`src/rtl/mem_pkg.sv`:
```
// +-----------------------------------------------------------------------------
// | mem_pkg : shared types and constants for the MEM pipeline stage
// | Rev 1.0 : initial release
// +-----------------------------------------------------------------------------
`default_nettype none

package mem_pkg;

    localparam logic [2:0] MEM_B  = 3'b000;
    localparam logic [2:0] MEM_H  = 3'b001;
    localparam logic [2:0] MEM_W  = 3'b010;
    localparam logic [2:0] MEM_BU = 3'b100;
    localparam logic [2:0] MEM_HU = 3'b101;

    typedef enum logic [1:0] {
        ST_IDLE = 2'd0,
        ST_REQ  = 2'd1,
        ST_WAIT = 2'd2
    } mem_state_t;

    typedef struct packed {
        logic [31:0] alu;
        logic [31:0] wdata;
        logic [4:0]  rd;
        logic        reg_write;
        logic        mem_read;
        logic        mem_write;
        logic [2:0]  size;
    } exmem_t;

    typedef struct packed {
        logic [31:0] alu;
        logic [31:0] rdata;
        logic [4:0]  rd;
        logic        reg_write;
        logic        mem_to_reg;
    } memwb_t;

    localparam exmem_t EXMEM_BUBBLE = '0;
    localparam memwb_t MEMWB_BUBBLE = '0;

    // Unknown sizes behave as words, so they need full alignment too.
    function automatic logic is_misaligned(input logic [2:0] size, input logic [1:0] a);
        case (size)
            MEM_B, MEM_BU: return 1'b0;
            MEM_H, MEM_HU: return a[0];
            default:       return a != 2'b00;
        endcase
    endfunction

endpackage

`default_nettype wire

```
`src/rtl/load_extend.sv`:
```
// +-----------------------------------------------------------------------------
// | load_extend : picks the addressed lane of a load word and sign/zero extends
// | Rev 1.0 : initial release
// +-----------------------------------------------------------------------------
`default_nettype none

module load_extend
    import mem_pkg::*;
(
    input  logic [31:0] rdata_i,
    input  logic [1:0]  a_i,
    input  logic [2:0]  size_i,
    output logic [31:0] data_o
);

    logic [7:0]  w_byte;
    logic [15:0] w_half;

    always_comb begin
        case (a_i)
            2'd0:    w_byte = rdata_i[7:0];
            2'd1:    w_byte = rdata_i[15:8];
            2'd2:    w_byte = rdata_i[23:16];
            default: w_byte = rdata_i[31:24];
        endcase
        w_half = a_i[1] ? rdata_i[31:16] : rdata_i[15:0];

        case (size_i)
            MEM_B:   data_o = {{24{w_byte[7]}}, w_byte};
            MEM_BU:  data_o = {24'd0, w_byte};
            MEM_H:   data_o = {{16{w_half[15]}}, w_half};
            MEM_HU:  data_o = {16'd0, w_half};
            default: data_o = rdata_i;
        endcase
    end

endmodule

`default_nettype wire

```
`src/rtl/mem_access_stage.sv`:
```
// +-----------------------------------------------------------------------------
// | mem_access_stage : EX/MEM + MEM/WB registers and req/gnt/rvalid data-bus FSM
// | Optional feature macro: MEM_MISALIGN_TRAP_EN (trap misaligned H/W accesses)
// | Rev 1.0 : initial release
// +-----------------------------------------------------------------------------
`default_nettype none

module mem_access_stage
    import mem_pkg::*;
#(
    parameter int ADDR_W   = 32,
    parameter int RST_PC_W = 32
) (
    input  logic                clk,
    input  logic                rst_n,
    input  logic [RST_PC_W-1:0] ALU_result_E,
    input  logic [RST_PC_W-1:0] write_data_E,
    input  logic [4:0]          rd_E,
    input  logic                reg_write_E,
    input  logic                mem_read_E,
    input  logic                mem_write_E,
    input  logic [2:0]          mem_size_E,
    input  logic                flush_M,
    input  logic                dmem_gnt,
    input  logic                dmem_rvalid,
    input  logic [31:0]         dmem_rdata,
    output logic [RST_PC_W-1:0] ALU_result_M,
    output logic                dmem_req,
    output logic                dmem_we,
    output logic [ADDR_W-1:0]   dmem_addr,
    output logic [31:0]         dmem_wdata,
    output logic [3:0]          dmem_be,
`ifdef MEM_MISALIGN_TRAP_EN
    output logic                misalign_M,
`endif
    output logic                mem_busy,
    output logic [RST_PC_W-1:0] ALU_result_W,
    output logic [RST_PC_W-1:0] read_data_W,
    output logic [4:0]          rd_W,
    output logic                reg_write_W,
    output logic                mem_to_reg_W
);

    exmem_t     exmem_q, exmem_d;
    memwb_t     memwb_q;
    mem_state_t state_q;

    logic        w_is_mem_q;
    logic        w_we;
    logic [1:0]  w_a;
    logic        w_in_mem;
    logic        w_misalign_in;
    logic        w_start;
    logic [31:0] w_load_data;

    assign w_is_mem_q = exmem_q.mem_read | exmem_q.mem_write;
    assign w_we       = exmem_q.mem_write & ~exmem_q.mem_read;
    assign w_a        = exmem_q.alu[1:0];
    assign w_in_mem   = (mem_read_E | mem_write_E) & ~flush_M;
    assign w_start    = w_in_mem & ~w_misalign_in;

    always_comb begin
        exmem_d = EXMEM_BUBBLE;
        if (!flush_M) begin
            exmem_d.alu       = ALU_result_E;
            exmem_d.wdata     = write_data_E;
            exmem_d.rd        = rd_E;
            exmem_d.reg_write = reg_write_E;
            exmem_d.mem_read  = mem_read_E;
            exmem_d.mem_write = mem_write_E;
            exmem_d.size      = mem_size_E;
        end
    end

    assign mem_busy = ((state_q == ST_REQ) & ~(dmem_gnt & w_we))
                    | ((state_q == ST_WAIT) & ~dmem_rvalid);

    always_ff @(posedge clk) begin
        if (!rst_n) begin
            exmem_q <= EXMEM_BUBBLE;
            memwb_q <= MEMWB_BUBBLE;
            state_q <= ST_IDLE;
        end else begin
            if (!mem_busy) begin
                exmem_q <= exmem_d;
                state_q <= w_start ? ST_REQ : ST_IDLE;
            end else if (state_q == ST_REQ && dmem_gnt) begin
                state_q <= ST_WAIT;
            end

            // Mem ops only retire into MEM/WB on their bus handshake.
            if (state_q == ST_REQ && dmem_gnt && w_we) begin
                memwb_q.alu        <= exmem_q.alu;
                memwb_q.rdata      <= 32'd0;
                memwb_q.rd         <= exmem_q.rd;
                memwb_q.reg_write  <= 1'b0;
                memwb_q.mem_to_reg <= 1'b0;
            end else if (state_q == ST_WAIT && dmem_rvalid) begin
                memwb_q.alu        <= exmem_q.alu;
                memwb_q.rdata      <= w_load_data;
                memwb_q.rd         <= exmem_q.rd;
                memwb_q.reg_write  <= exmem_q.reg_write;
                memwb_q.mem_to_reg <= 1'b1;
            end else if (state_q == ST_IDLE) begin
                if (w_is_mem_q) begin
                    memwb_q <= MEMWB_BUBBLE;
                end else begin
                    memwb_q.alu        <= exmem_q.alu;
                    memwb_q.rdata      <= 32'd0;
                    memwb_q.rd         <= exmem_q.rd;
                    memwb_q.reg_write  <= exmem_q.reg_write;
                    memwb_q.mem_to_reg <= 1'b0;
                end
            end
        end
    end

    always_comb begin
        case (exmem_q.size)
            MEM_B, MEM_BU: begin
                dmem_be    = 4'b0001 << w_a;
                dmem_wdata = {4{exmem_q.wdata[7:0]}};
            end
            MEM_H, MEM_HU: begin
                dmem_be    = w_a[1] ? 4'b1100 : 4'b0011;
                dmem_wdata = {2{exmem_q.wdata[15:0]}};
            end
            default: begin
                dmem_be    = 4'b1111;
                dmem_wdata = exmem_q.wdata;
            end
        endcase
    end

    load_extend u_load_extend (
        .rdata_i (dmem_rdata),
        .a_i     (w_a),
        .size_i  (exmem_q.size),
        .data_o  (w_load_data)
    );

`ifdef MEM_MISALIGN_TRAP_EN
    logic misalign_q;

    assign w_misalign_in = is_misaligned(mem_size_E, ALU_result_E[1:0]);

    always_ff @(posedge clk) begin
        if (!rst_n) begin
            misalign_q <= 1'b0;
        end else begin
            misalign_q <= ~mem_busy & w_in_mem & w_misalign_in;
        end
    end

    assign misalign_M = misalign_q;
`else
    assign w_misalign_in = 1'b0;
`endif

    assign ALU_result_M = exmem_q.alu;
    assign dmem_req     = (state_q == ST_REQ);
    assign dmem_we      = w_we;
    assign dmem_addr    = {exmem_q.alu[ADDR_W-1:2], 2'b00};
    assign ALU_result_W = memwb_q.alu;
    assign read_data_W  = memwb_q.rdata;
    assign rd_W         = memwb_q.rd;
    assign reg_write_W  = memwb_q.reg_write;
    assign mem_to_reg_W = memwb_q.mem_to_reg;

endmodule

`default_nettype wire

```
`config.mk`:
```
export PLATFORM = sky130hd
export DESIGN_NAME = mem_access_stage
export DESIGN_NICKNAME = d
export VERILOG_FILES = /design/src/rtl/mem_pkg.sv /design/src/rtl/load_extend.sv /design/src/rtl/mem_access_stage.sv
export SDC_FILE = /design/constraint.sdc
export NUM_CORES = 1
export LEC_CHECK = 0
export BUFFER_PORTS_ARGS = -buffer_cell sky130_fd_sc_hd__clkbuf_2
export CORE_UTILIZATION = 25
export CTS_BUF_LIST = sky130_fd_sc_hd__clkbuf_8
export DETAILED_ROUTE_END_ITERATION = 7
export SYNTH_ARGS = -nofsm -noshare
export SYNTH_HDL_FRONTEND = slang
export SYNTH_HIERARCHICAL = 1
export SYNTH_SLANG_ARGS = --single-unit
```
`constraint.sdc`:
```
create_clock -name clk -period 3 [get_ports clk]
set_clock_uncertainty 0.05 [all_clocks]
set_input_delay 0.15 -clock clk [delete_from_list [all_inputs] [get_ports clk]]
set_output_delay 0.15 -clock clk [all_outputs]
set_load 0.005 [all_outputs]
```
==> impl_metrics.xml, run 1 <==
<?xml version="1.0" encoding="UTF-8"?>
<metrics>
  <group name="outcome">
    <metric name="outcome" unit="">finished, final reports clean</metric>
  </group>
  <group name="cts">
    <metric name="cts_buffers" unit="">17</metric>
    <metric name="clockBufferDepth" unit="">2</metric>
    <metric name="tritoncts" unit="">done</metric>
    <metric name="clkSinkCount" unit="">148</metric>
    <metric name="postCtsSetupBuffers" unit="">0</metric>
    <metric name="insertion_delay" unit="ns">0.46</metric>
    <metric name="h_tree_depth" unit="">4</metric>
    <metric name="cts_root_buf" unit="">sky130_fd_sc_hd__clkbuf_8</metric>
    <metric name="worst_setup_hold_path_clk_slew" unit="ns">0.10</metric>
  </group>
  <group name="logic_synthesis">
    <metric name="ys.flop_type" unit="">sky130_fd_sc_hd__dfxtp_1</metric>
    <metric name="netlist_top_cells_area" unit="">sky130_fd_sc_hd__dfxtp_1 (39%), sky130_fd_sc_hd__mux2i_1 (11%), sky130_fd_sc_hd__nand2_1 (7.9%)</metric>
    <metric name="synth_cells" unit="">888</metric>
    <metric name="seq_area_frac_synth" unit="%">39.08</metric>
    <metric name="synth_enable_flop_cells" unit="">0</metric>
    <metric name="synth.largest_area_cell" unit="">sky130_fd_sc_hd__dfxtp_1</metric>
    <metric name="netlist_area" unit="sq mm">0.007581</metric>
    <metric name="synthMostInstantiatedCell" unit="">sky130_fd_sc_hd__nand2_1</metric>
    <metric name="synth.top_cell.area_share" unit="%">39.08</metric>
    <metric name="synth.ff_latch_count" unit="">148</metric>
    <metric name="postSynthAreaPerCell" unit="sq um">8.537</metric>
    <metric name="synth.cells.most_frequent" unit="">sky130_fd_sc_hd__nand2_1 (159), sky130_fd_sc_hd__dfxtp_1 (148), sky130_fd_sc_hd__mux2i_1 (86)</metric>
    <metric name="yosysUniqueCellTypes" unit="">42</metric>
    <metric name="synth-async-reset-ratio" unit="%">0</metric>
    <metric name="synthesis.yosys.warnings" unit="">6</metric>
  </group>
  <group name="grt">
    <metric name="use_met2" unit="%">25.38</metric>
    <metric name="grt_use_total" unit="%">15.50</metric>
    <metric name="number_of_global_route_vias_before_repair" unit="">7038</metric>
    <metric name="grt_max_degree" unit="">98</metric>
    <metric name="grt_most_used_layer" unit="">met2</metric>
    <metric name="global_routing_usage_on_met1" unit="%">19.53</metric>
    <metric name="antenna_found_initial" unit="">0</metric>
    <metric name="grt_pass1_wl" unit="mm">37.88</metric>
    <metric name="groute.layer.met3.usage" unit="%">4.177</metric>
    <metric name="global_route.overflow_total" unit="">0</metric>
  </group>
  <group name="die">
    <metric name="die-height" unit="microns">176.1</metric>
    <metric name="ioPinCount" unit="">286</metric>
    <metric name="core_area" unit="sq mm">0.02972</metric>
    <metric name="die_w" unit="microns">176.1</metric>
    <metric name="placement_rows" unit="">63</metric>
    <metric name="die-area" unit="sq mm">0.03103</metric>
    <metric name="floorplan.initialDensity" unit="%">25.51</metric>
  </group>
  <group name="sta">
    <metric name="slew_viol_final" unit="">0</metric>
    <metric name="period_share" unit="%">81.27</metric>
    <metric name="finalHoldViolations" unit="">0</metric>
    <metric name="maxSlewHeadroom" unit="%">45.63</metric>
    <metric name="setup_viol" unit="">0</metric>
    <metric name="rsz0062_at_grt" unit="">false</metric>
    <metric name="setup_tns" unit="ns">0</metric>
    <metric name="min_period" unit="ns">2.438</metric>
    <metric name="timing.fmax" unit="MHz">410.2</metric>
    <metric name="max_slew.worst_pin.slew" unit="ns">0.8125</metric>
  </group>
  <group name="cells_and_area">
    <metric name="area.growth.synth_to_final" unit="%">30.10</metric>
    <metric name="final_layout_size_suffix_gt1_share" unit="%">31.53</metric>
    <metric name="nets" unit="">1244</metric>
    <metric name="antenna-diode-count" unit="">0</metric>
  </group>
  <group name="worst_setup_path">
    <metric name="critical_path_arrival" unit="ns">2.24</metric>
    <metric name="startpoint_type" unit="">register</metric>
    <metric name="worstRegToRegCells" unit="">5</metric>
    <metric name="critical_path_required" unit="ns">2.80</metric>
    <metric name="worst_r2r_endpoint" unit="">read_data_W[11]</metric>
    <metric name="crit_chain" unit="">nor2_1 -&gt; mux2_2 -&gt; clkbuf_2</metric>
    <metric name="critPathLaunch" unit="">exmem_q[0]</metric>
    <metric name="slowest_delay" unit="ns">0.73</metric>
    <metric name="r2r_slack" unit="ns">0.89</metric>
    <metric name="critical_path_class" unit="">reg -&gt; out</metric>
    <metric name="worstSetupEndpointType" unit="">output pin</metric>
    <metric name="critical_path.slowest_cell" unit="">sky130_fd_sc_hd__nor2_1</metric>
    <metric name="regToRegStartpoint" unit="">ALU_result_M[1]</metric>
    <metric name="crit_fanout" unit="">12</metric>
  </group>
  <group name="job">
    <metric name="max_cap_violation_count" unit="">0</metric>
  </group>
  <group name="detailed_routing">
    <metric name="wl_per_cell" unit="microns">15.86</metric>
    <metric name="drt_drc_violations_left" unit="">0</metric>
    <metric name="wirelength" unit="mm">24.35</metric>
    <metric name="remaining_antenna_violation_count_after_routing" unit="">0</metric>
    <metric name="iteration_0_drc_count_of_the_detailed_router" unit="">484</metric>
    <metric name="post_drt_via_cell_ratio" unit="">4.714</metric>
    <metric name="total_vias_in_the_final_route" unit="">7236</metric>
    <metric name="drt_first_pass_iters" unit="">5</metric>
  </group>
  <group name="min_path">
    <metric name="hold_end" unit="">read_data_W[3]</metric>
    <metric name="worst_hold_startpoint" unit="">dmem_rdata[19]</metric>
    <metric name="hold_path_class" unit="">in -&gt; reg</metric>
    <metric name="timing.hold.worst_path_depth" unit="">5</metric>
  </group>
  <group name="power_and_ir_drop">
    <metric name="pwr-share-seq" unit="%">45.7</metric>
    <metric name="worst_ir_drop_vdd" unit="mV">0.2554</metric>
    <metric name="pleak" unit="nW">4.458</metric>
    <metric name="clock_power_share" unit="%">33.3</metric>
    <metric name="power_density_over_the_cells" unit="mW/mm^2">470.8</metric>
    <metric name="combinationalPowerShare" unit="%">20.9</metric>
    <metric name="report.power.total" unit="mW">4.643</metric>
    <metric name="netSwitchingFraction" unit="%">32.66</metric>
    <metric name="internal_power" unit="mW">3.127</metric>
    <metric name="switchingPower" unit="mW">1.517</metric>
  </group>
  <group name="placed_design">
    <metric name="gpl.final_weighted_congestion" unit="">0.8529</metric>
    <metric name="dp.final_hpwl" unit="mm">16.24</metric>
    <metric name="place.port_buffers" unit="">283</metric>
  </group>
</metrics>
sequential cells by signal (all words and copies together), names as in the netlist:
name and count:
exmem_q 43, ALU_result_M 32, ALU_result_W 32, read_data_W 32
rd_W 5, state_q 2, mem_to_reg_W 1, reg_write_W 1
critical path, delay by kind of cell, from the launching register on:
kind,cells,cell delay (ns)
and+or+nand+nor,1,0.73
buffers and inverters,1,0.12
DFF,1,0.52
muxes,1,0.42
power by group through the flow:
stage               Combinational, mW  Sequential, mW  Clock [mW]
global route                     1.05            2.14        1.69
detailed placement              0.895            2.17           0
finish                          0.972            2.12        1.55
floorplan                       0.658            2.14           0
global placement                0.894            2.16           0
CTS                             0.980            2.12        1.62
timing repair:
item                                    in CTS  in global routing
hold buffers                                76                  0
resized for setup                            0                  0
endpoints found under the setup margin       0                  0
hold endpoints to repair                    77                  0
kinds of logic after synthesis:
group | synth area share, %
buffers and inverters | 13.19
other | 0.04947
and+or+nand+nor | 16.42
muxes | 16.55
DFF | 39.08
AOI/OAI and AO/OA | 14.71
metrics by stage:
step	utilization [%]	hold slack, ns	setup slack, ns	cell area, sq um	std cells
after floorplan	-	0.2537	1.378	7585	889
after global placement	29.33	0.3594	0.9240	8717	1427
after detailed placement	29.33	0.3651	0.8993	8717	1427
after CTS	33.19	0.0008111	0.4587	9863	1535
after global routing	33.19	0.01952	0.3467	9863	1535
final	33.19	0.04842	0.5619	9863	1535
routing by layer:
metal / routed length, microns / share of wire [%] / vias up
met5: 0 / 0 / -
met3: 1735 / 7.1 / 29
met2: 11650 / 48 / 298
met1: 10460 / 43 / 3403
li1: - / - / 3506
met4: 502 / 2.1 / 0
how the worst max path moves through the flow:
stage	endpoint	slack, ns	depth (start not counted)
after floorplan	read_data_W[12]	1.38	7
after global placement	read_data_W[6]	0.92	5
after detailed placement	read_data_W[6]	0.90	6
after CTS	dmem_wdata[8]	0.46	3
after global routing	dmem_wdata[8]	0.35	3
final	dmem_wdata[8]	0.56	3
layout make-up:
cell class	instances	area [sq um]
multi-input cells	576	3625
clock inverters	14	137.6
repair buffers	374	2346
clock buffers	18	247.7
inverters	15	56.30
fillers	3133	19850
well taps	390	488.0
flip-flops and latches	148	2963
cell usage in the layout, fill, tap and decap left out, types with 16 or more instances in the layout:
cell                            instances
sky130_fd_sc_hd__o22ai_1               53
sky130_fd_sc_hd__o21ai_0               43
sky130_fd_sc_hd__nand3_1               75
sky130_fd_sc_hd__nor2_1                30
sky130_fd_sc_hd__nand2_1              159
sky130_fd_sc_hd__clkbuf_8              18
sky130_fd_sc_hd__mux2_2                16
sky130_fd_sc_hd__clkbuf_2             282
sky130_fd_sc_hd__mux2i_1               86
sky130_fd_sc_hd__dlygate4sd3_1         76
sky130_fd_sc_hd__dfxtp_1              148
sky130_fd_sc_hd__a21oi_1               49
No activity file was read; power rests on OpenSTA's default activity.
==> run 2: changes to the inputs <==
clock period = 2.1 ns   (was 3 ns; I/O delays follow)
==> run 2 against run 1 <==
First-iteration DRC count rose by 26%. Register-to-register slack got worse by 0.67 ns. Combinational power rose by 54%. Die area did not move. Worst setup slack got worse by 0.45 ns. Clock-buffer cell count did not move. Cell count rose by 2.0%. Sequential power rose by 42%. Largest cell class unchanged.
==> impl_metrics.xml, run 2 (synthesis results as in run 1) <==
<?xml version="1.0" encoding="UTF-8"?>
<metrics>
  <group name="grt">
    <metric name="grt_use_total" unit="%">15.61</metric>
    <metric name="global_route.overflow_total" unit="">0</metric>
    <metric name="grt_pass1_wl" unit="mm">37.85</metric>
    <metric name="number_of_global_route_vias_before_repair" unit="">7031</metric>
    <metric name="antenna_found_initial" unit="">0</metric>
    <metric name="grt_max_degree" unit="">74</metric>
  </group>
  <group name="worst_setup_path">
    <metric name="critical_path_required" unit="ns">1.95</metric>
    <metric name="worst_r2r_endpoint" unit="">read_data_W[3]</metric>
    <metric name="worstSetupEndpointType" unit="">output pin</metric>
    <metric name="crit_chain" unit="">nor2_1 -&gt; buf_4 -&gt; mux2_2 -&gt; clkbuf_2</metric>
    <metric name="startpoint_type" unit="">register</metric>
    <metric name="r2r_slack" unit="ns">0.22</metric>
    <metric name="worstRegToRegCells" unit="">6</metric>
    <metric name="critical_path.slowest_cell" unit="">sky130_fd_sc_hd__dfxtp_2</metric>
    <metric name="crit_fanout" unit="">10</metric>
    <metric name="critical_path_class" unit="">reg -&gt; out</metric>
    <metric name="critical_path_arrival" unit="ns">1.83</metric>
    <metric name="regToRegStartpoint" unit="">ALU_result_M[0]</metric>
    <metric name="slowest_delay" unit="ns">0.42</metric>
  </group>
  <group name="power_and_ir_drop">
    <metric name="netSwitchingFraction" unit="%">32.30</metric>
    <metric name="power_density_over_the_cells" unit="mW/mm^2">659.8</metric>
    <metric name="pleak" unit="nW">4.627</metric>
    <metric name="clock_power_share" unit="%">32.3</metric>
    <metric name="combinationalPowerShare" unit="%">22.4</metric>
    <metric name="pwr-share-seq" unit="%">45.3</metric>
    <metric name="worst_ir_drop_vdd" unit="mV">0.3551</metric>
    <metric name="internal_power" unit="mW">4.522</metric>
    <metric name="switchingPower" unit="mW">2.158</metric>
  </group>
  <group name="cells_and_area">
    <metric name="nets" unit="">1275</metric>
    <metric name="largest_register_ffs" unit="">43</metric>
    <metric name="instances_no_fill" unit="">1566</metric>
    <metric name="area.growth.synth_to_final" unit="%">33.54</metric>
    <metric name="largest_register" unit="">exmem_q</metric>
    <metric name="layout.cells.most_common_list" unit="">sky130_fd_sc_hd__clkbuf_2 (282), sky130_fd_sc_hd__nand2_1 (159), sky130_fd_sc_hd__dfxtp_1 (147)</metric>
    <metric name="layout.cells.most_common" unit="">sky130_fd_sc_hd__clkbuf_2</metric>
    <metric name="antenna-diode-count" unit="">0</metric>
    <metric name="final_util" unit="%">34.07</metric>
    <metric name="final_layout_size_suffix_gt1_share" unit="%">32.91</metric>
  </group>
  <group name="detailed_routing">
    <metric name="drt_drc_violations_left" unit="">0</metric>
    <metric name="wl_per_cell" unit="microns">15.86</metric>
    <metric name="post_drt_via_cell_ratio" unit="">4.755</metric>
    <metric name="total_vias_in_the_final_route" unit="">7447</metric>
    <metric name="drt_first_pass_iters" unit="">5</metric>
    <metric name="wirelength" unit="mm">24.84</metric>
    <metric name="remaining_antenna_violation_count_after_routing" unit="">0</metric>
    <metric name="iteration_0_drc_count_of_the_detailed_router" unit="">611</metric>
  </group>
  <group name="cts">
    <metric name="h_tree_depth" unit="">4</metric>
    <metric name="cts_buffers" unit="">17</metric>
    <metric name="tritoncts" unit="">done</metric>
    <metric name="clkSinkCount" unit="">148</metric>
    <metric name="clockBufferDepth" unit="">2</metric>
    <metric name="worst_setup_hold_path_clk_slew" unit="ns">0.10</metric>
    <metric name="insertion_delay" unit="ns">0.44</metric>
    <metric name="cts_root_buf" unit="">sky130_fd_sc_hd__clkbuf_8</metric>
  </group>
  <group name="die">
    <metric name="ioPinCount" unit="">286</metric>
    <metric name="floorplan.initialDensity" unit="%">25.51</metric>
    <metric name="die-height" unit="microns">176.1</metric>
    <metric name="core_area" unit="sq mm">0.02972</metric>
    <metric name="die_w" unit="microns">176.1</metric>
    <metric name="placement_rows" unit="">63</metric>
    <metric name="die-area" unit="sq mm">0.03103</metric>
  </group>
  <group name="placed_design">
    <metric name="pre_cts_ws" unit="ns">-0.02824</metric>
    <metric name="place.port_buffers" unit="">283</metric>
    <metric name="dp.final_hpwl" unit="mm">16.71</metric>
    <metric name="gpl.final_weighted_congestion" unit="">0.8788</metric>
    <metric name="post-place-cells" unit="">1450</metric>
  </group>
  <group name="sta">
    <metric name="rsz0062_at_grt" unit="">false</metric>
    <metric name="setup_tns" unit="ns">0</metric>
    <metric name="timing.fmax" unit="MHz">502.9</metric>
    <metric name="min_period" unit="ns">1.988</metric>
    <metric name="period_share" unit="%">94.69</metric>
    <metric name="postLayoutSetupSlackWorst" unit="ns">0.1115</metric>
    <metric name="slew_viol_final" unit="">0</metric>
    <metric name="finalHoldViolations" unit="">0</metric>
    <metric name="max_slew.worst_pin.slew" unit="ns">0.8445</metric>
    <metric name="maxSlewHeadroom" unit="%">43.37</metric>
    <metric name="setup_viol" unit="">0</metric>
  </group>
  <group name="min_path">
    <metric name="timing.hold.worst_path_depth" unit="">5</metric>
    <metric name="hold_end" unit="">read_data_W[0]</metric>
    <metric name="worst_hold_startpoint" unit="">dmem_rdata[0]</metric>
    <metric name="hold_path_class" unit="">in -&gt; reg</metric>
  </group>
  <group name="outcome">
    <metric name="outcome" unit="">finished, final reports clean</metric>
  </group>
  <group name="job">
    <metric name="max_cap_violation_count" unit="">0</metric>
  </group>
</metrics>
-- run 2: changes by cell type in the layout (fill, tap and decap cells not counted), sizes merged --
cell and delta:
a21boi +1, buf +25, clkinv +1, clkinvlp -3, dlygate4sd3 +5, inv +2
-- run 2: area by class of cell --
cell class | count | area (sq um)
clock buffer | 18 | 247.7
fill | 3100 | 19590
timing repair buffer | 404 | 2609
inverter | 15 | 56.30
sequential | 148 | 2964
tap | 390 | 488.0
multi-input combinational | 577 | 3642
clock inverter | 14 | 116.4
-- run 2: how the worst max path moves through the flow --
stage / from / to / slack [ns] / cells past startpoint
floorplan: ALU_result_M[0] / read_data_W[12] / 0.48 / 7
global placement: exmem_q[4] / exmem_q[29] / 0.04 / 4
detailed placement: exmem_q[4] / exmem_q[39] / -0.03 / 4
CTS: state_q[0] / read_data_W[5] / 0.06 / 4
global route: exmem_q[0] / dmem_wdata[14] / 0.0001 / 4
finish: exmem_q[0] / dmem_wdata[13] / 0.11 / 4
-- run 2: repair_timing --
item                                    CTS  global route
endpoints found under the setup margin   10            34
hold endpoints to repair                 81             0
hold buffers                             81             0
buffers inserted                          2             0
cloned                                    1             0
pin swaps                                 1             0
gates resized for setup                   1             1
-- run 2: per-stage QoR --
stage | hold slack (ns) | instance area [sq um] | power, mW
after detailed placement | 0.3197 | 8915 | 4.445
after global placement | 0.3129 | 8915 | 4.436
after CTS | 0.0002177 | 10120 | 6.753
after global routing | 0.01723 | 10120 | 7.024
after floorplan | 0.2087 | 7585 | 4.002
final | 0.02899 | 10120 | 6.679
-- run 2: power groups by stage --
stage                     clock network, mW  registers [mW]  logic, mW
after floorplan                           0            3.06      0.941
after global placement                    0            3.09       1.35
after detailed placement                  0            3.09       1.36
after CTS                              2.23            3.02       1.50
after global routing                   2.36            3.04       1.62
final                                  2.16            3.02       1.50
-- run 2: metal layers --
metal | wire [microns] | track usage, % | vias to the layer above
met2 | 12050 | 26.07 | 316
met5 | 0 | 0 | -
met3 | 1801 | 4.156 | 37
met1 | 10510 | 19.37 | 3516
li1 | - | - | 3578
met4 | 478 | 5.072 | 0
-- run 2: worst max-delay path: cells and delay by family, from the launching register on --
| family | cells | cell delay (ns) |
|---|---|---|
| multiplexers | 1 | 0.36 |
| AND/OR/NAND/NOR | 1 | 0.26 |
| buffers and inverters | 2 | 0.35 |
| flip-flops | 1 | 0.42 |
